==> config.mk <==
export PLATFORM = sky130hd
export DESIGN_NAME = msg_streamer_flat
export DESIGN_NICKNAME = d
export VERILOG_FILES = /design/src/rtl/msg_streamer_if.sv /design/src/rtl/msg_streamer.sv /design/src/flat_wrapper.sv
export SDC_FILE = /design/constraint.sdc
export NUM_CORES = 1
export LEC_CHECK = 0
export ABC_AREA = 1
export CORE_UTILIZATION = 45
export DETAILED_ROUTE_END_ITERATION = 16
export HOLD_SLACK_MARGIN = 0.12
export PLACE_DENSITY = 0.67
export SYNTH_ARGS = -nofsm -noshare
export SYNTH_HDL_FRONTEND = slang
export SYNTH_SLANG_ARGS = --single-unit
==> constraint.sdc <==
create_clock -name clk -period 3.31 [get_ports clk]
set_input_delay 0.331 -clock clk [delete_from_list [all_inputs] [get_ports clk]]
set_output_delay 0.331 -clock clk [all_outputs]
set_load 0.005 [all_outputs]
==> src/rtl/msg_streamer_if.sv <==
// Character stream bus between the message streamer (master) and its sink (slave).
interface msg_streamer_if;
    logic [7:0] tx_data;
    logic       tx_valid;
    logic       tx_ready;
    logic       tx_last;

    modport master (
        output tx_data,
        output tx_valid,
        output tx_last,
        input  tx_ready
    );

    modport slave (
        input  tx_data,
        input  tx_valid,
        input  tx_last,
        output tx_ready
    );
endinterface

==> src/rtl/msg_streamer.sv <==
// Message streamer: sends a fixed character string from a parameter ROM over a
// valid/ready stream, either once or repeatedly with idle gaps until stopped.
// All stream outputs are registered, so tx_ready never reaches tx_data/tx_valid
// combinationally.
module msg_streamer #(
    parameter int                   MAX_LEN = 16,
    parameter int                   MSG_LEN = 13,
    parameter logic [8*MAX_LEN-1:0] MSG     = (8*MAX_LEN)'("Hello, World!"),
    parameter int                   GAP     = 2
) (
    input  logic                  clk,
    input  logic                  rst,
    input  logic                  start,
    input  logic                  cont,
    input  logic                  stop,
    msg_streamer_if.master        tx,
    output logic                  busy,
    output logic                  done,
    output logic [15:0]           msg_cnt
);

    localparam int            IW            = (MAX_LEN > 1) ? $clog2(MAX_LEN) : 1;
    localparam logic [IW-1:0] LAST_IDX      = IW'(MSG_LEN - 1);
    localparam logic [7:0]    GAP_LOAD      = (GAP > 0) ? 8'(GAP - 1) : 8'd0;
    localparam logic          FIRST_IS_LAST = (MSG_LEN == 1);

    typedef enum logic [1:0] {
        S_IDLE,
        S_SEND,
        S_GAP
    } state_t;

    state_t        r_state;
    logic [IW-1:0] r_index;
    logic          r_mode;
    logic          r_stopPend;
    logic [7:0]    r_gapCnt;
    logic [7:0]    r_txData;
    logic          r_txValid;
    logic          r_txLast;
    logic          r_busy;
    logic          r_done;
    logic [15:0]   r_msgCnt;

    logic [7:0]    w_rom [MAX_LEN];
    logic          w_xfer;
    logic [IW-1:0] w_nextIndex;

    // Unpack the right-justified message parameter into one byte per index;
    // character 0 sits in the most significant used byte.
    for (genvar g = 0; g < MAX_LEN; g++) begin : g_rom
        if (g < MSG_LEN) begin : g_used
            assign w_rom[g] = MSG[8*(MSG_LEN-1-g) +: 8];
        end else begin : g_unused
            assign w_rom[g] = 8'd0;
        end
    end

    // tx_valid is only ever high in SEND, so a handshake implies SEND.
    assign w_xfer      = r_txValid && tx.tx_ready;
    assign w_nextIndex = r_index + IW'(1);

    // Control FSM with every output registered; a stalled character holds
    // because nothing is loaded unless a transfer happens.
    always_ff @(posedge clk or posedge rst) begin
        if (rst) begin
            r_state    <= S_IDLE;
            r_index    <= '0;
            r_mode     <= 1'b0;
            r_stopPend <= 1'b0;
            r_gapCnt   <= 8'd0;
            r_txData   <= 8'd0;
            r_txValid  <= 1'b0;
            r_txLast   <= 1'b0;
            r_busy     <= 1'b0;
            r_done     <= 1'b0;
            r_msgCnt   <= 16'd0;
        end else begin
            r_done <= 1'b0;
            case (r_state)
                S_IDLE: begin
                    if (start) begin
                        r_state    <= S_SEND;
                        r_index    <= '0;
                        r_mode     <= cont;
                        r_stopPend <= 1'b0;
                        r_txData   <= w_rom[0];
                        r_txValid  <= 1'b1;
                        r_txLast   <= FIRST_IS_LAST;
                        r_busy     <= 1'b1;
                    end
                end

                S_SEND: begin
                    if (w_xfer && r_txLast) begin
                        r_msgCnt <= r_msgCnt + 16'd1;
                        if (!r_mode || r_stopPend || stop) begin
                            r_state    <= S_IDLE;
                            r_index    <= '0;
                            r_stopPend <= 1'b0;
                            r_txData   <= 8'd0;
                            r_txValid  <= 1'b0;
                            r_txLast   <= 1'b0;
                            r_busy     <= 1'b0;
                            r_done     <= 1'b1;
                        end else if (GAP == 0) begin
                            r_index  <= '0;
                            r_txData <= w_rom[0];
                            r_txLast <= FIRST_IS_LAST;
                        end else begin
                            r_state   <= S_GAP;
                            r_gapCnt  <= GAP_LOAD;
                            r_index   <= '0;
                            r_txData  <= 8'd0;
                            r_txValid <= 1'b0;
                            r_txLast  <= 1'b0;
                        end
                    end else begin
                        if (stop) begin
                            r_stopPend <= 1'b1;
                        end
                        if (w_xfer) begin
                            r_index  <= w_nextIndex;
                            r_txData <= w_rom[w_nextIndex];
                            r_txLast <= (w_nextIndex == LAST_IDX);
                        end
                    end
                end

                S_GAP: begin
                    if (stop) begin
                        r_state    <= S_IDLE;
                        r_stopPend <= 1'b0;
                        r_busy     <= 1'b0;
                        r_done     <= 1'b1;
                    end else if (r_gapCnt == 8'd0) begin
                        r_state   <= S_SEND;
                        r_index   <= '0;
                        r_txData  <= w_rom[0];
                        r_txValid <= 1'b1;
                        r_txLast  <= FIRST_IS_LAST;
                    end else begin
                        r_gapCnt <= r_gapCnt - 8'd1;
                    end
                end

                default: begin
                    r_state <= S_IDLE;
                end
            endcase
        end
    end

    assign tx.tx_data  = r_txData;
    assign tx.tx_valid = r_txValid;
    assign tx.tx_last  = r_txLast;
    assign busy        = r_busy;
    assign done        = r_done;
    assign msg_cnt     = r_msgCnt;

endmodule

==> src/flat_wrapper.sv <==
// flat-port wrapper written by rule: the top's interface ports become plain ports
module msg_streamer_flat 
#(
    parameter int                   MAX_LEN = 16,
    parameter int                   MSG_LEN = 13,
    parameter logic [8*MAX_LEN-1:0] MSG     = (8*MAX_LEN)'("             "),
    parameter int                   GAP     = 2
)
  (clk, rst, start, cont, stop, busy, done, msg_cnt, tx_tx_data, tx_tx_valid, tx_tx_last, tx_tx_ready);
  msg_streamer_if tx_i ();
  input  logic clk;
  input  logic rst;
  input  logic start;
  input  logic cont;
  input  logic stop;
  output logic busy;
  output logic done;
  output logic [15:0] msg_cnt;
  output wire logic [$bits(tx_i.tx_data)-1:0] tx_tx_data;
  output wire logic [$bits(tx_i.tx_valid)-1:0] tx_tx_valid;
  output wire logic [$bits(tx_i.tx_last)-1:0] tx_tx_last;
  input wire logic [$bits(tx_i.tx_ready)-1:0] tx_tx_ready;
  assign tx_tx_data = tx_i.tx_data;
  assign tx_tx_valid = tx_i.tx_valid;
  assign tx_tx_last = tx_i.tx_last;
  assign tx_i.tx_ready = tx_tx_ready;
  msg_streamer #(.MAX_LEN(MAX_LEN), .MSG_LEN(MSG_LEN), .MSG(MSG), .GAP(GAP)) u_core (.clk(clk), .rst(rst), .start(start), .cont(cont), .stop(stop), .tx(tx_i), .busy(busy), .done(done), .msg_cnt(msg_cnt));
endmodule
### Word-level counts from Yosys, hierarchy flattened

Memories as Yosys holds them, arrays and structs flattened.
Cells that the tools add are included.

* register bits after elaboration: 44
* ROM bits: 128
* input bits: 6
* output and inout port bits: 28
* word-level logic and storage cells: 96
* memories: 1

Memory list
* (no name shown): depth 16, width 8, rd ports 1, clocked after memory_dff 0, wr ports 0, line msg_streamer.sv:124 `r_txData <= w_rom[w_nextIndex];`

* add/subtract/negate cells: 3
* $lt $le $gt $ge: 1
* equality and inequality tests: 15
* muxes and demuxes: 47
* bitwise gates (word level): 1
* reduce and logical (&&, ||, !) cells: 17

Operators by type and width (number)
* $mux W8: 11
* $reduce_and A5 Y1: 5
* $pmux W8 S3: 1
* $mux W4: 5
* $mux W1: 17
* $add A16 B1 Y16 const B: 1
* $pmux W8 S2: 1
* $pmux W1 S3: 4
* $pmux W4 S3: 1
* $mux W2: 5
* $ne A2 B2 Y1 const B: 5
* $logic_not A8 Y1: 1
* $sub A8 B1 Y8 const B: 1
* $ne A2 B1 Y1 const B: 3
* $ne A3 B2 Y1 const B: 2
* $pmux W2 S3: 1
* $ge A5 B5 Y1 const B: 1
* $not A4 Y5: 1
* $add A4 B1 Y4 const B: 1
* $eq A4 B4 Y1 const B: 1
* $reduce_and A2 Y1: 2
* $ne A3 B1 Y1 const B: 1
* $ne A3 B3 Y1 const B: 1
* $reduce_and A3 Y1: 1
* other kinds (9): 11

### Logic depth before layout (Yosys ltp)

Gate-level depths: netlist (run 1).

* depth after elaboration: 8
* mapped depth: 10
* gate-level depth less buffers: 9

### Worst setup path before layout (run 1)

Ideal clock, no wire load.

* kind: flip-flop to flip-flop
* start point: register u_core.r_state[1]
* end point: register u_core.r_msgCnt[4], in the netlist u_core.msg_cnt[4]
* setup time: 0.122 ns
* data arrival time: 1.402 ns
* required time: 3.188 ns
* slack: 1.786 ns
* stages on the path, launching flop included: 10
* buffers on the path: 1
* clock period less this slack: 1.524 ns
* cell sequence: dfrtp_1 -> inv_1 -> ha_1 -> inv_1 -> nor2_4 -> buf_6 -> inv_2 -> nor2_2 -> nand2_1 -> xor2_1

* word-level cells in the longest chain between the ends: 2

RTL lines
* from (decl): line msg_streamer.sv:33 `state_t r_state;`
* from (signal assigned): line msg_streamer.sv:67 `r_state <= S_IDLE;`
* from (signal assigned): line msg_streamer.sv:83 `r_state <= S_SEND;`
* from (signal assigned): line msg_streamer.sv:98 `r_state <= S_IDLE;`
* $eq A2 B1 Y1: line msg_streamer.sv:80 `case (r_state)`
* $reduce_and A2 Y1 (no line)
* to (signal assigned): line msg_streamer.sv:96 `r_msgCnt <= r_msgCnt + 16'd1;`
* to (decl): line msg_streamer.sv:43 `logic [15:0] r_msgCnt;`

No other way between the ends.
A chain may end at the register's enable or synchronous reset.

### Worst setup path in the final report (run 1)

* start point: register u_core.r_state[1]
* end point: register u_core.r_msgCnt[9], in the netlist u_core.msg_cnt[9]

The elaborated chain is that of the path after synthesis.

==> results of run 1 <==
final timing paths:
check                      depth (start not counted)  slack, ns                              from                          endpoint
min in group clk                                   2       0.49  u_core.tx.tx_data[5]$_DFFE_PP0P_  u_core.tx.tx_data[5]$_DFFE_PP0P_
hold reg to reg                                    2       0.49  u_core.tx.tx_data[5]$_DFFE_PP0P_  u_core.tx.tx_data[5]$_DFFE_PP0P_
max in group asynchronous                          3       2.53                               rst     u_core.msg_cnt[8]$_DFFE_PP0P_
hold / removal                                     3       0.44                               rst    u_core.r_gapCnt[0]$_DFFE_PP0P_
setup / recovery                                   8       1.43     u_core.r_state[1]$_DFFE_PP0P_     u_core.msg_cnt[9]$_DFFE_PP0P_
setup reg to reg                                   8       1.43     u_core.r_state[1]$_DFFE_PP0P_     u_core.msg_cnt[9]$_DFFE_PP0P_
critical path: cells and delay by family, from the launching register on:
| family | cells | cell delay, ns |
|---|---|---|
| and+or+nand+nor | 3 | 0.67 |
| DFF | 1 | 0.41 |
| buffers and inverters | 3 | 0.28 |
| adders and majority gates | 1 | 0.27 |
| xor gates and xnor gates | 1 | 0.16 |
through the flow:
stage	power [mW]	utilization	cells	hold slack (ns)	area (µm²)
final	1.83	0.560	411	0.441	2720
after global routing	2.01	0.560	411	0.525	2720
after CTS	1.85	0.560	411	0.462	2720
after global placement	1.51	0.542	404	0.463	2630
after floorplan	1.36	-	319	0.470	2350
after detailed placement	1.53	0.542	404	0.472	2630
power by group through the flow:
stage	Combinational, mW	Clock (mW)	Sequential (mW)
after floorplan	0.729	0	0.631
after global placement	0.864	0	0.646
after detailed placement	0.879	0	0.648
after CTS	0.882	0.330	0.642
after global routing	1.01	0.347	0.656
final	0.873	0.316	0.642
kinds of logic after synthesis:
logic type      count (synthesis)  share of synthesized area
simple gates                  186                      0.350
flops                          37                      0.397
other cells                     1                    0.00161
buf+inv                        47                     0.0934
fa+ha+maj                      10                     0.0537
xor+xnor                       12                     0.0451
compound gates                 20                     0.0590
per-layer routing:
metal / share of wire / GRT usage / vias to the layer above
li1: - / - / 1015
met1: 0.48 / 0.234 / 872
met2: 0.46 / 0.300 / 36
met3: 0.037 / 0.0407 / 7
met4: 0.015 / 0.0620 / 0
met5: 0 / 0 / -
cell type report:
| cell class | instances | area share |
|---|---|---|
| sequential | 37 | 0.341 |
| multi-input combinational | 235 | 0.445 |
| clock buffer | 7 | 0.0318 |
| tap | 67 | 0.0309 |
| timing repair buffer | 27 | 0.0986 |
| inverter | 38 | 0.0525 |
synthesized netlist by cell type, types with 3 or more instances:
cell type / n / share of area
nand4_1: 5 / 0.013
nor2_1: 31 / 0.050
dfrtp_1: 37 / 0.40
ha_1: 10 / 0.054
o21ai_0: 8 / 0.017
xnor2_1: 3 / 0.011
buf_4: 7 / 0.023
a21oi_1: 5 / 0.011
o21ai_2: 4 / 0.015
inv_1: 36 / 0.058
nand3_1: 16 / 0.034
xor2_1: 9 / 0.034
nand2_1: 116 / 0.19
nor2_2: 3 / 0.0081
nand2_2: 3 / 0.0081
sequential cells by signal (all words and copies together) (netlist names):
signal / count
u_core.tx.tx_last: 1
u_core.done: 1
u_core.r_gapCnt: 8
u_core.r_mode: 1
u_core.r_state: 2
u_core.msg_cnt: 16
u_core.busy: 1
u_core.tx.tx_data: 1
u_core.r_stopPend: 1
u_core.tx.tx_valid: 1
u_core.r_index: 4
==> impl_results.html, run 1 <==
<table>
<tr><th>Metric</th><th>Value</th></tr>
<tr><th colspan="2">Finish</th></tr>
<tr><td>Share of layout cells above drive strength 1</td><td>0.0814</td></tr>
<tr><td>Area taken by multi-input logic gates</td><td>1210 µm²</td></tr>
<tr><td>Synth-to-layout area growth</td><td>16.5%</td></tr>
<tr><td>Number of nets at the end of the flow</td><td>360</td></tr>
<tr><td>Most common cell after layout, fill and taps aside</td><td>nand2_1</td></tr>
<tr><td>Area taken by flip-flops and latches</td><td>926 µm²</td></tr>
<tr><td>Most frequent cells in the layout</td><td>nand2_1 (116), dfrtp_1 (37), inv_1 (36), nor2_1 (31), clkdlybuf4s50_1 (26)</td></tr>
<tr><td>Antenna diode instance count</td><td>0</td></tr>
<tr><td>Fill cells</td><td>457</td></tr>
<tr><th colspan="2">Floorplan</th></tr>
<tr><td>Area of the core region</td><td>4850 µm²</td></tr>
<tr><td>FP Rows</td><td>25</td></tr>
<tr><td>Initial core utilization</td><td>0.481</td></tr>
<tr><td>Number of top-level pins</td><td>34</td></tr>
<tr><td>Overall die area</td><td>5470 µm²</td></tr>
<tr><td>Die Span Y</td><td>74.0 µm</td></tr>
<tr><td>Chip Width</td><td>74.0 µm</td></tr>
<tr><th colspan="2">Detailed routing</th></tr>
<tr><td>Detailed-route DRC error count</td><td>0</td></tr>
<tr><td>Vias post-DR</td><td>1930</td></tr>
<tr><td>Routed len/inst</td><td>10.5 µm</td></tr>
<tr><td>DRT antenna net count</td><td>0</td></tr>
<tr><td>Iteration-0 DRC Markers</td><td>105</td></tr>
<tr><td>Length of the first detailed-routing pass in iterations</td><td>5</td></tr>
<tr><td>Aggregate routed wire length</td><td>4.33 mm</td></tr>
<tr><td>Vias per cell</td><td>4.70</td></tr>
<tr><th colspan="2">Clocking</th></tr>
<tr><td>Post-CTS Setup Repair Bufs</td><td>0</td></tr>
<tr><td>Max Root-Sink Buffers</td><td>2</td></tr>
<tr><td>Clock net sink count</td><td>37</td></tr>
<tr><td>Clock Latency Late Sink</td><td>0.29 ns</td></tr>
<tr><td>Deepest level of the CTS H-tree</td><td>2</td></tr>
<tr><td>Clock-pin transition on the worst setup and hold timing paths</td><td>0.07 ns</td></tr>
<tr><td>CTS tree</td><td>done</td></tr>
<tr><td>Post-CTS Resized</td><td>0</td></tr>
<tr><td>Root buffer cell</td><td>clkbuf_8</td></tr>
<tr><td>Hold bufs inserted after CTS</td><td>0</td></tr>
<tr><td>Number of buffers inserted during clock tree synthesis</td><td>5</td></tr>
<tr><th colspan="2">Timing</th></tr>
<tr><td>Number of setup violations in the final report</td><td>0</td></tr>
<tr><td>Number of failing hold endpoints at the final stage</td><td>0</td></tr>
<tr><td>Worst setup slack after layout</td><td>1.43 ns</td></tr>
<tr><td>Part of the cycle the worst path needs</td><td>0.569</td></tr>
<tr><td>Clock skew after layout</td><td>0.0101 ns</td></tr>
<tr><td>Final critical-path required period</td><td>1.88 ns</td></tr>
<tr><td>Unrepaired setup endpoints after global routing</td><td>false</td></tr>
<tr><td>Fmax</td><td>531 MHz</td></tr>
<tr><td>Final-report max-slew violation count</td><td>0</td></tr>
<tr><td>Setup TNS</td><td>0 ns</td></tr>
<tr><th colspan="2">Setup path</th></tr>
<tr><td>Maximum fanout encountered on the critical timing path</td><td>11</td></tr>
<tr><td>Type of origin of the critical path</td><td>flop</td></tr>
<tr><td>Slowest CP cell</td><td>dfrtp_1</td></tr>
<tr><td>Data required time at the worst endpoint</td><td>3.49 ns</td></tr>
<tr><td>Maximum single-stage delay on the critical path</td><td>0.41 ns</td></tr>
<tr><td>CP Class</td><td>reg -&gt; reg</td></tr>
<tr><td>Ordered list of cells on the worst path</td><td>inv_1 -&gt; ha_1 -&gt; inv_1 -&gt; nor2_4 -&gt; nand3_1 -&gt; nor2_2 -&gt; xor2_1 -&gt; inv_1</td></tr>
<tr><td>Crit end category</td><td>flop</td></tr>
<tr><td>Arrival time worst endpoint</td><td>2.07 ns</td></tr>
<tr><td>Critical path's most frequent cell</td><td>inv_1</td></tr>
<tr><th colspan="2">Pwr</th></tr>
<tr><td>Maximum VDD drop</td><td>422 µV</td></tr>
<tr><td>Net switching share of the total power</td><td>0.436</td></tr>
<tr><td>Power spent charging and discharging nets</td><td>798 µW</td></tr>
<tr><td>Reg power frac</td><td>0.350</td></tr>
<tr><td>Clock network fraction of design power</td><td>0.173</td></tr>
<tr><td>Internal power</td><td>1.03 mW</td></tr>
<tr><td>Cell leakage power</td><td>1.40 nW</td></tr>
<tr><td>Share of power burned in combinational logic</td><td>0.477</td></tr>
<tr><td>Power density normalized to cell area</td><td>674 nW/µm²</td></tr>
<tr><th colspan="2">Outcome</th></tr>
<tr><td>Result of the run</td><td>completed</td></tr>
<tr><th colspan="2">Synthesis</th></tr>
<tr><td>Syn avg cell area</td><td>7.45 µm²</td></tr>
<tr><td>Async set-or-reset flop fraction in the synthesized netlist</td><td>1.00</td></tr>
<tr><td>Number of enable-type register cells in the synthesized netlist</td><td>0</td></tr>
<tr><td>Part of the Yosys area used for sequential elements</td><td>0.397</td></tr>
<tr><td>Unique cell type count in the Yosys netlist</td><td>30</td></tr>
<tr><td>Number of instances in the synthesized netlist</td><td>313</td></tr>
<tr><td>Number of storage elements in the synthesis netlist</td><td>37</td></tr>
<tr><td>Most frequently used flop master after synthesis</td><td>dfrtp_1</td></tr>
<tr><td>Yosys Warn Count</td><td>0</td></tr>
<tr><td>Netlist area before placement</td><td>2330 µm²</td></tr>
<tr><th colspan="2">GRT</th></tr>
<tr><td>Global-route total usage across every layer</td><td>0.181</td></tr>
<tr><td>Number of global-route vias before repair</td><td>1777</td></tr>
<tr><td>Remaining Overflow, GRT</td><td>0</td></tr>
<tr><td>First-pass GRT wire length</td><td>7.65 mm</td></tr>
<tr><td>Maximum number of pins on one net before global-route repair</td><td>38</td></tr>
<tr><td>Antenna violations before repair</td><td>0</td></tr>
<tr><th colspan="2">Place</th></tr>
<tr><td>Final weighted congestion in routability-driven placement</td><td>0.838</td></tr>
<tr><td>IO Port Bufs</td><td>26</td></tr>
<tr><td>Post-DP HPWL</td><td>3.25 mm</td></tr>
<tr><td>Worst slack at placement</td><td>1.31 ns</td></tr>
<tr><th colspan="2">Run</th></tr>
<tr><td>Count of max-cap constraint violations</td><td>0</td></tr>
<tr><th colspan="2">Min path</th></tr>
<tr><td>Class of the tightest hold or removal check</td><td>in -&gt; async</td></tr>
</table>
(Power assumes the default switching activity.)
==> run 2: changes to the inputs <==
--- a/config.mk
+++ b/config.mk
@@ -9,7 +9,7 @@
 export CORE_UTILIZATION = 45
 export DETAILED_ROUTE_END_ITERATION = 16
 export HOLD_SLACK_MARGIN = 0.12
-export PLACE_DENSITY = 0.67
+export PLACE_DENSITY = 0.7
 export SYNTH_ARGS = -nofsm -noshare
 export SYNTH_HDL_FRONTEND = slang
 export SYNTH_SLANG_ARGS = --single-unit
==> constraint.sdc (replaced) <==
create_clock -name clk -period 1.7 [get_ports clk]
set_input_delay 0.17 -clock clk [delete_from_list [all_inputs] [get_ports clk]]
set_output_delay 0.17 -clock clk [all_outputs]
set_load 0.005 [all_outputs]
==> run 2 against run 1 <==
Effect of this change:
- largest cell class unchanged
- non-clock buffer count up 9
- total power up 110%
- critical path type unchanged
- cell area up 5.2%
- fmax up 15%
- critical endpoint is now u_core.msg_cnt[4]$_DFFE_PP0P_
- routed wire length up 7.9%
- critical path depth up 1
- die area unchanged
- highest routed layer unchanged
- worst setup slack worse by 1.4 ns
- clock-buffer cell count unchanged
- register-to-register slack worse by 1.4 ns
- global-route usage up 0.30 points
==> impl_results.html, run 2 (same netlist as run 1, synthesis figures left out) <==
<table>
<tr><th>Metric</th><th>Value</th></tr>
<tr><th colspan="2">Outcome</th></tr>
<tr><td>Result of the run</td><td>completed (unchanged)</td></tr>
<tr><th colspan="2">Timing</th></tr>
<tr><td>Part of the cycle the worst path needs</td><td>0.960 (was 0.569)</td></tr>
<tr><td>Final critical-path required period</td><td>1.63 ns (was 1.88 ns)</td></tr>
<tr><td>Clock skew after layout</td><td>0.00559 ns (was 0.0101 ns)</td></tr>
<tr><td>Worst setup slack after layout</td><td>0.0677 ns (was 1.43 ns)</td></tr>
<tr><td>Final-report max-slew violation count</td><td>0 (unchanged)</td></tr>
<tr><td>Final hold slack</td><td>0.286 ns (was 0.441 ns)</td></tr>
<tr><td>Fmax</td><td>613 MHz (was 531 MHz)</td></tr>
<tr><td>Number of failing hold endpoints at the final stage</td><td>0 (unchanged)</td></tr>
<tr><td>Number of setup violations in the final report</td><td>0 (unchanged)</td></tr>
<tr><th colspan="2">GRT</th></tr>
<tr><td>First-pass GRT wire length</td><td>7.78 mm (was 7.65 mm)</td></tr>
<tr><td>Remaining Overflow, GRT</td><td>0 (unchanged)</td></tr>
<tr><td>Maximum number of pins on one net before global-route repair</td><td>38 (unchanged)</td></tr>
<tr><td>Number of global-route vias before repair</td><td>1797 (was 1777)</td></tr>
<tr><td>Antenna violations before repair</td><td>0 (unchanged)</td></tr>
<tr><td>Global-route total usage across every layer</td><td>0.184 (was 0.181)</td></tr>
<tr><th colspan="2">Detailed routing</th></tr>
<tr><td>Detailed-route DRC error count</td><td>0 (unchanged)</td></tr>
<tr><td>Routed len/inst</td><td>11.1 µm (was 10.5 µm)</td></tr>
<tr><td>Vias post-DR</td><td>1983 (was 1930)</td></tr>
<tr><td>Iteration-0 DRC Markers</td><td>133 (was 105)</td></tr>
<tr><td>Length of the first detailed-routing pass in iterations</td><td>4 (was 5)</td></tr>
<tr><td>DRT antenna net count</td><td>0 (unchanged)</td></tr>
<tr><td>Aggregate routed wire length</td><td>4.67 mm (was 4.33 mm)</td></tr>
<tr><td>Vias per cell</td><td>4.70 (about the same)</td></tr>
<tr><th colspan="2">Finish</th></tr>
<tr><td>Most common cell after layout, fill and taps aside</td><td>nand2_1 (unchanged)</td></tr>
<tr><td>Most frequent cells in the layout</td><td>nand2_1 (116), inv_1 (36), dfrtp_1 (36), nor2_1 (31), clkdlybuf4s50_1 (26) (was nand2_1 (116), dfrtp_1 (37), inv_1 (36), nor2_1 (31), clkdlybuf4s50_1 (26))</td></tr>
<tr><td>Number of nets at the end of the flow</td><td>370 (was 360)</td></tr>
<tr><td>Number of flip-flops under the largest register name</td><td>16 (unchanged)</td></tr>
<tr><td>Synth-to-layout area growth</td><td>22.5% (was 16.5%)</td></tr>
<tr><td>Share of the core filled with cells in the final layout</td><td>0.589 (was 0.560)</td></tr>
<tr><td>Fill cells</td><td>432 (was 457)</td></tr>
<tr><td>Antenna diode instance count</td><td>0 (unchanged)</td></tr>
<tr><td>Share of layout cells above drive strength 1</td><td>0.130 (was 0.0814)</td></tr>
<tr><td>Post-Layout Inst Area</td><td>2860 µm² (was 2720 µm²)</td></tr>
<tr><th colspan="2">Place</th></tr>
<tr><td>Worst slack at placement</td><td>-0.0162 ns (was 1.31 ns)</td></tr>
<tr><td>Post-DP HPWL</td><td>3.29 mm (was 3.25 mm)</td></tr>
<tr><td>IO Port Bufs</td><td>26 (unchanged)</td></tr>
<tr><td>Placed instance area</td><td>2660 µm² (was 2630 µm²)</td></tr>
<tr><td>Final weighted congestion in routability-driven placement</td><td>0.875 (was 0.838)</td></tr>
<tr><th colspan="2">Setup path</th></tr>
<tr><td>Critical path's most frequent cell</td><td>inv_1 (unchanged)</td></tr>
<tr><td>Arrival time worst endpoint</td><td>1.81 ns (was 2.07 ns)</td></tr>
<tr><td>Type of origin of the critical path</td><td>flop (unchanged)</td></tr>
<tr><td>Maximum single-stage delay on the critical path</td><td>0.42 ns (was 0.41 ns)</td></tr>
<tr><td>Maximum fanout encountered on the critical timing path</td><td>10 (was 11)</td></tr>
<tr><td>Number of buffers and inverters on the critical path</td><td>4 (was 3)</td></tr>
<tr><td>CP Class</td><td>reg -&gt; reg (unchanged)</td></tr>
<tr><td>Ordered list of cells on the worst path</td><td>inv_1 -&gt; ha_4 -&gt; inv_1 -&gt; nor2_4 -&gt; buf_4 -&gt; inv_2 -&gt; nor2_2 -&gt; nand2_1 -&gt; xor2_1 (was inv_1 -&gt; ha_1 -&gt; inv_1 -&gt; nor2_4 -&gt; nand3_1 -&gt; nor2_2 -&gt; xor2_1 -&gt; inv_1)</td></tr>
<tr><td>Slowest CP cell</td><td>dfrtp_1 (unchanged)</td></tr>
<tr><td>Crit end category</td><td>flop (unchanged)</td></tr>
<tr><td>Reg-to-reg setup timing slack</td><td>0.07 ns (was 1.43 ns)</td></tr>
<tr><td>Data required time at the worst endpoint</td><td>1.88 ns (was 3.49 ns)</td></tr>
<tr><td>Kind of cell adding the most delay to the critical path</td><td>buffers and inverters (was simple AND/OR/NAND/NOR gates)</td></tr>
<tr><th colspan="2">Clocking</th></tr>
<tr><td>Root buffer cell</td><td>clkbuf_8 (unchanged)</td></tr>
<tr><td>Max Root-Sink Buffers</td><td>2 (unchanged)</td></tr>
<tr><td>Clock net sink count</td><td>37 (unchanged)</td></tr>
<tr><td>Number of buffers inserted during clock tree synthesis</td><td>5 (unchanged)</td></tr>
<tr><td>Deepest level of the CTS H-tree</td><td>2 (unchanged)</td></tr>
<tr><td>Clock Latency Late Sink</td><td>0.29 ns (about the same)</td></tr>
<tr><td>Hold bufs inserted after CTS</td><td>0 (unchanged)</td></tr>
<tr><td>CTS tree</td><td>done (unchanged)</td></tr>
<tr><td>Clock-pin transition on the worst setup and hold timing paths</td><td>0.08 ns (was 0.07 ns)</td></tr>
<tr><th colspan="2">Pwr</th></tr>
<tr><td>Power density normalized to cell area</td><td>1370 nW/µm² (was 674 nW/µm²)</td></tr>
<tr><td>Clock network fraction of design power</td><td>0.175 (was 0.173)</td></tr>
<tr><td>Maximum VDD drop</td><td>842 µV (was 422 µV)</td></tr>
<tr><td>Share of power burned in combinational logic</td><td>0.505 (was 0.477)</td></tr>
<tr><td>Reg power frac</td><td>0.320 (was 0.350)</td></tr>
<tr><td>Internal power</td><td>2.20 mW (was 1.03 mW)</td></tr>
<tr><td>Net switching share of the total power</td><td>0.436 (about the same)</td></tr>
<tr><td>Cell leakage power</td><td>1.46 nW (was 1.40 nW)</td></tr>
<tr><td>Power spent charging and discharging nets</td><td>1.70 mW (was 798 µW)</td></tr>
<tr><th colspan="2">Floorplan</th></tr>
<tr><td>Overall die area</td><td>5470 µm² (unchanged)</td></tr>
<tr><td>Chip Width</td><td>74.0 µm (unchanged)</td></tr>
<tr><td>Initial core utilization</td><td>0.481 (unchanged)</td></tr>
<tr><td>FP Rows</td><td>25 (unchanged)</td></tr>
<tr><td>Die Span Y</td><td>74.0 µm (unchanged)</td></tr>
<tr><td>Area of the core region</td><td>4850 µm² (unchanged)</td></tr>
<tr><td>Number of top-level pins</td><td>34 (unchanged)</td></tr>
<tr><th colspan="2">Min path</th></tr>
<tr><td>Class of the tightest hold or removal check</td><td>in -&gt; async (unchanged)</td></tr>
<tr><th colspan="2">Run</th></tr>
<tr><td>Count of max-cap constraint violations</td><td>0 (unchanged)</td></tr>
</table>
run 2: cell types whose count changed in the layout (fill, tap and decap cells not counted), sizes merged:
cell    previous run  this run
clkinv             0         1
buf                1        10
nand3             18        19
run 2: final timing paths:
| check | from | to | depth (start not counted) |
|---|---|---|---|
| max in group asynchronous | rst | u_core.r_state[0]$_DFFE_PP0P_ | 3 |
| min | rst | u_core.msg_cnt[7]$_DFFE_PP0P_ | 3 |
| max reg2reg | u_core.r_state[1]$_DFFE_PP0P_ | u_core.msg_cnt[4]$_DFFE_PP0P_ | 9 |
| min reg2reg | u_core.tx.tx_data[5]$_DFFE_PP0P_ | u_core.tx.tx_data[5]$_DFFE_PP0P_ | 2 |
| min in group clk | cont | u_core.r_mode$_DFFE_PP0P_ | 3 |
| max | u_core.r_state[1]$_DFFE_PP0P_ | u_core.msg_cnt[4]$_DFFE_PP0P_ | 9 |
run 2: layout make-up:
cell class	instances	area (µm²)	share of cell area
clock buffer	7	96.3	0.0337
clock inverter	1	5.00	0.00175
inverter	38	143	0.0499
multi-input combinational	236	1270	0.443
sequential	37	927	0.325
tap	67	83.8	0.0293
timing repair buffer	36	335	0.117
run 2: repair_timing:
item	CTS	global route
resized for setup	3	7
setup endpoints to repair	9	21
buffers inserted	0	5
pin swaps	1	2
endpoints found under the hold margin	0	0
cloned	0	1
run 2: metal layers:
layer	wire, µm	vias up	global-route usage
met5	0	-	0
met4	68	0	0.0641
met3	121	7	0.0285
met2	2270	34	0.310
met1	2210	901	0.241
li1	-	1041	-
run 2: stage by stage:
| stage | std cells | total power [mW] | TNS (ns) |
|---|---|---|---|
| final | 422 | 3.90 | 0 |
| after global routing | 422 | 4.22 | -0.0816 |
| after CTS | 416 | 3.71 | 0 |
| after detailed placement | 408 | 2.97 | -0.111 |
| after global placement | 408 | 2.94 | -0.113 |
| after floorplan | 319 | 2.65 | 0 |
run 2: power groups by stage:
stage | logic (mW) | clock network [mW] | registers [mW]
final | 1.97 | 0.683 | 1.25
after global routing | 2.22 | 0.728 | 1.27
after CTS | 1.77 | 0.702 | 1.25
after detailed placement | 1.72 | 0 | 1.26
after global placement | 1.69 | 0 | 1.25
after floorplan | 1.42 | 0 | 1.23
run 2: worst min-delay path, cell delays in order:
cell and delay [ns]:
clkdlybuf4s50_1 0.39, inv_1 0.05, buf_4 0.40
==> run 3: changes to the inputs <==
--- a/config.mk
+++ b/config.mk
@@ -13,3 +13,4 @@
 export SYNTH_ARGS = -nofsm -noshare
 export SYNTH_HDL_FRONTEND = slang
 export SYNTH_SLANG_ARGS = --single-unit
+export TNS_END_PERCENT = 30
==> results of run 3 <==
Same layout as run 2: the final DEF is identical, and so are final timing and power.
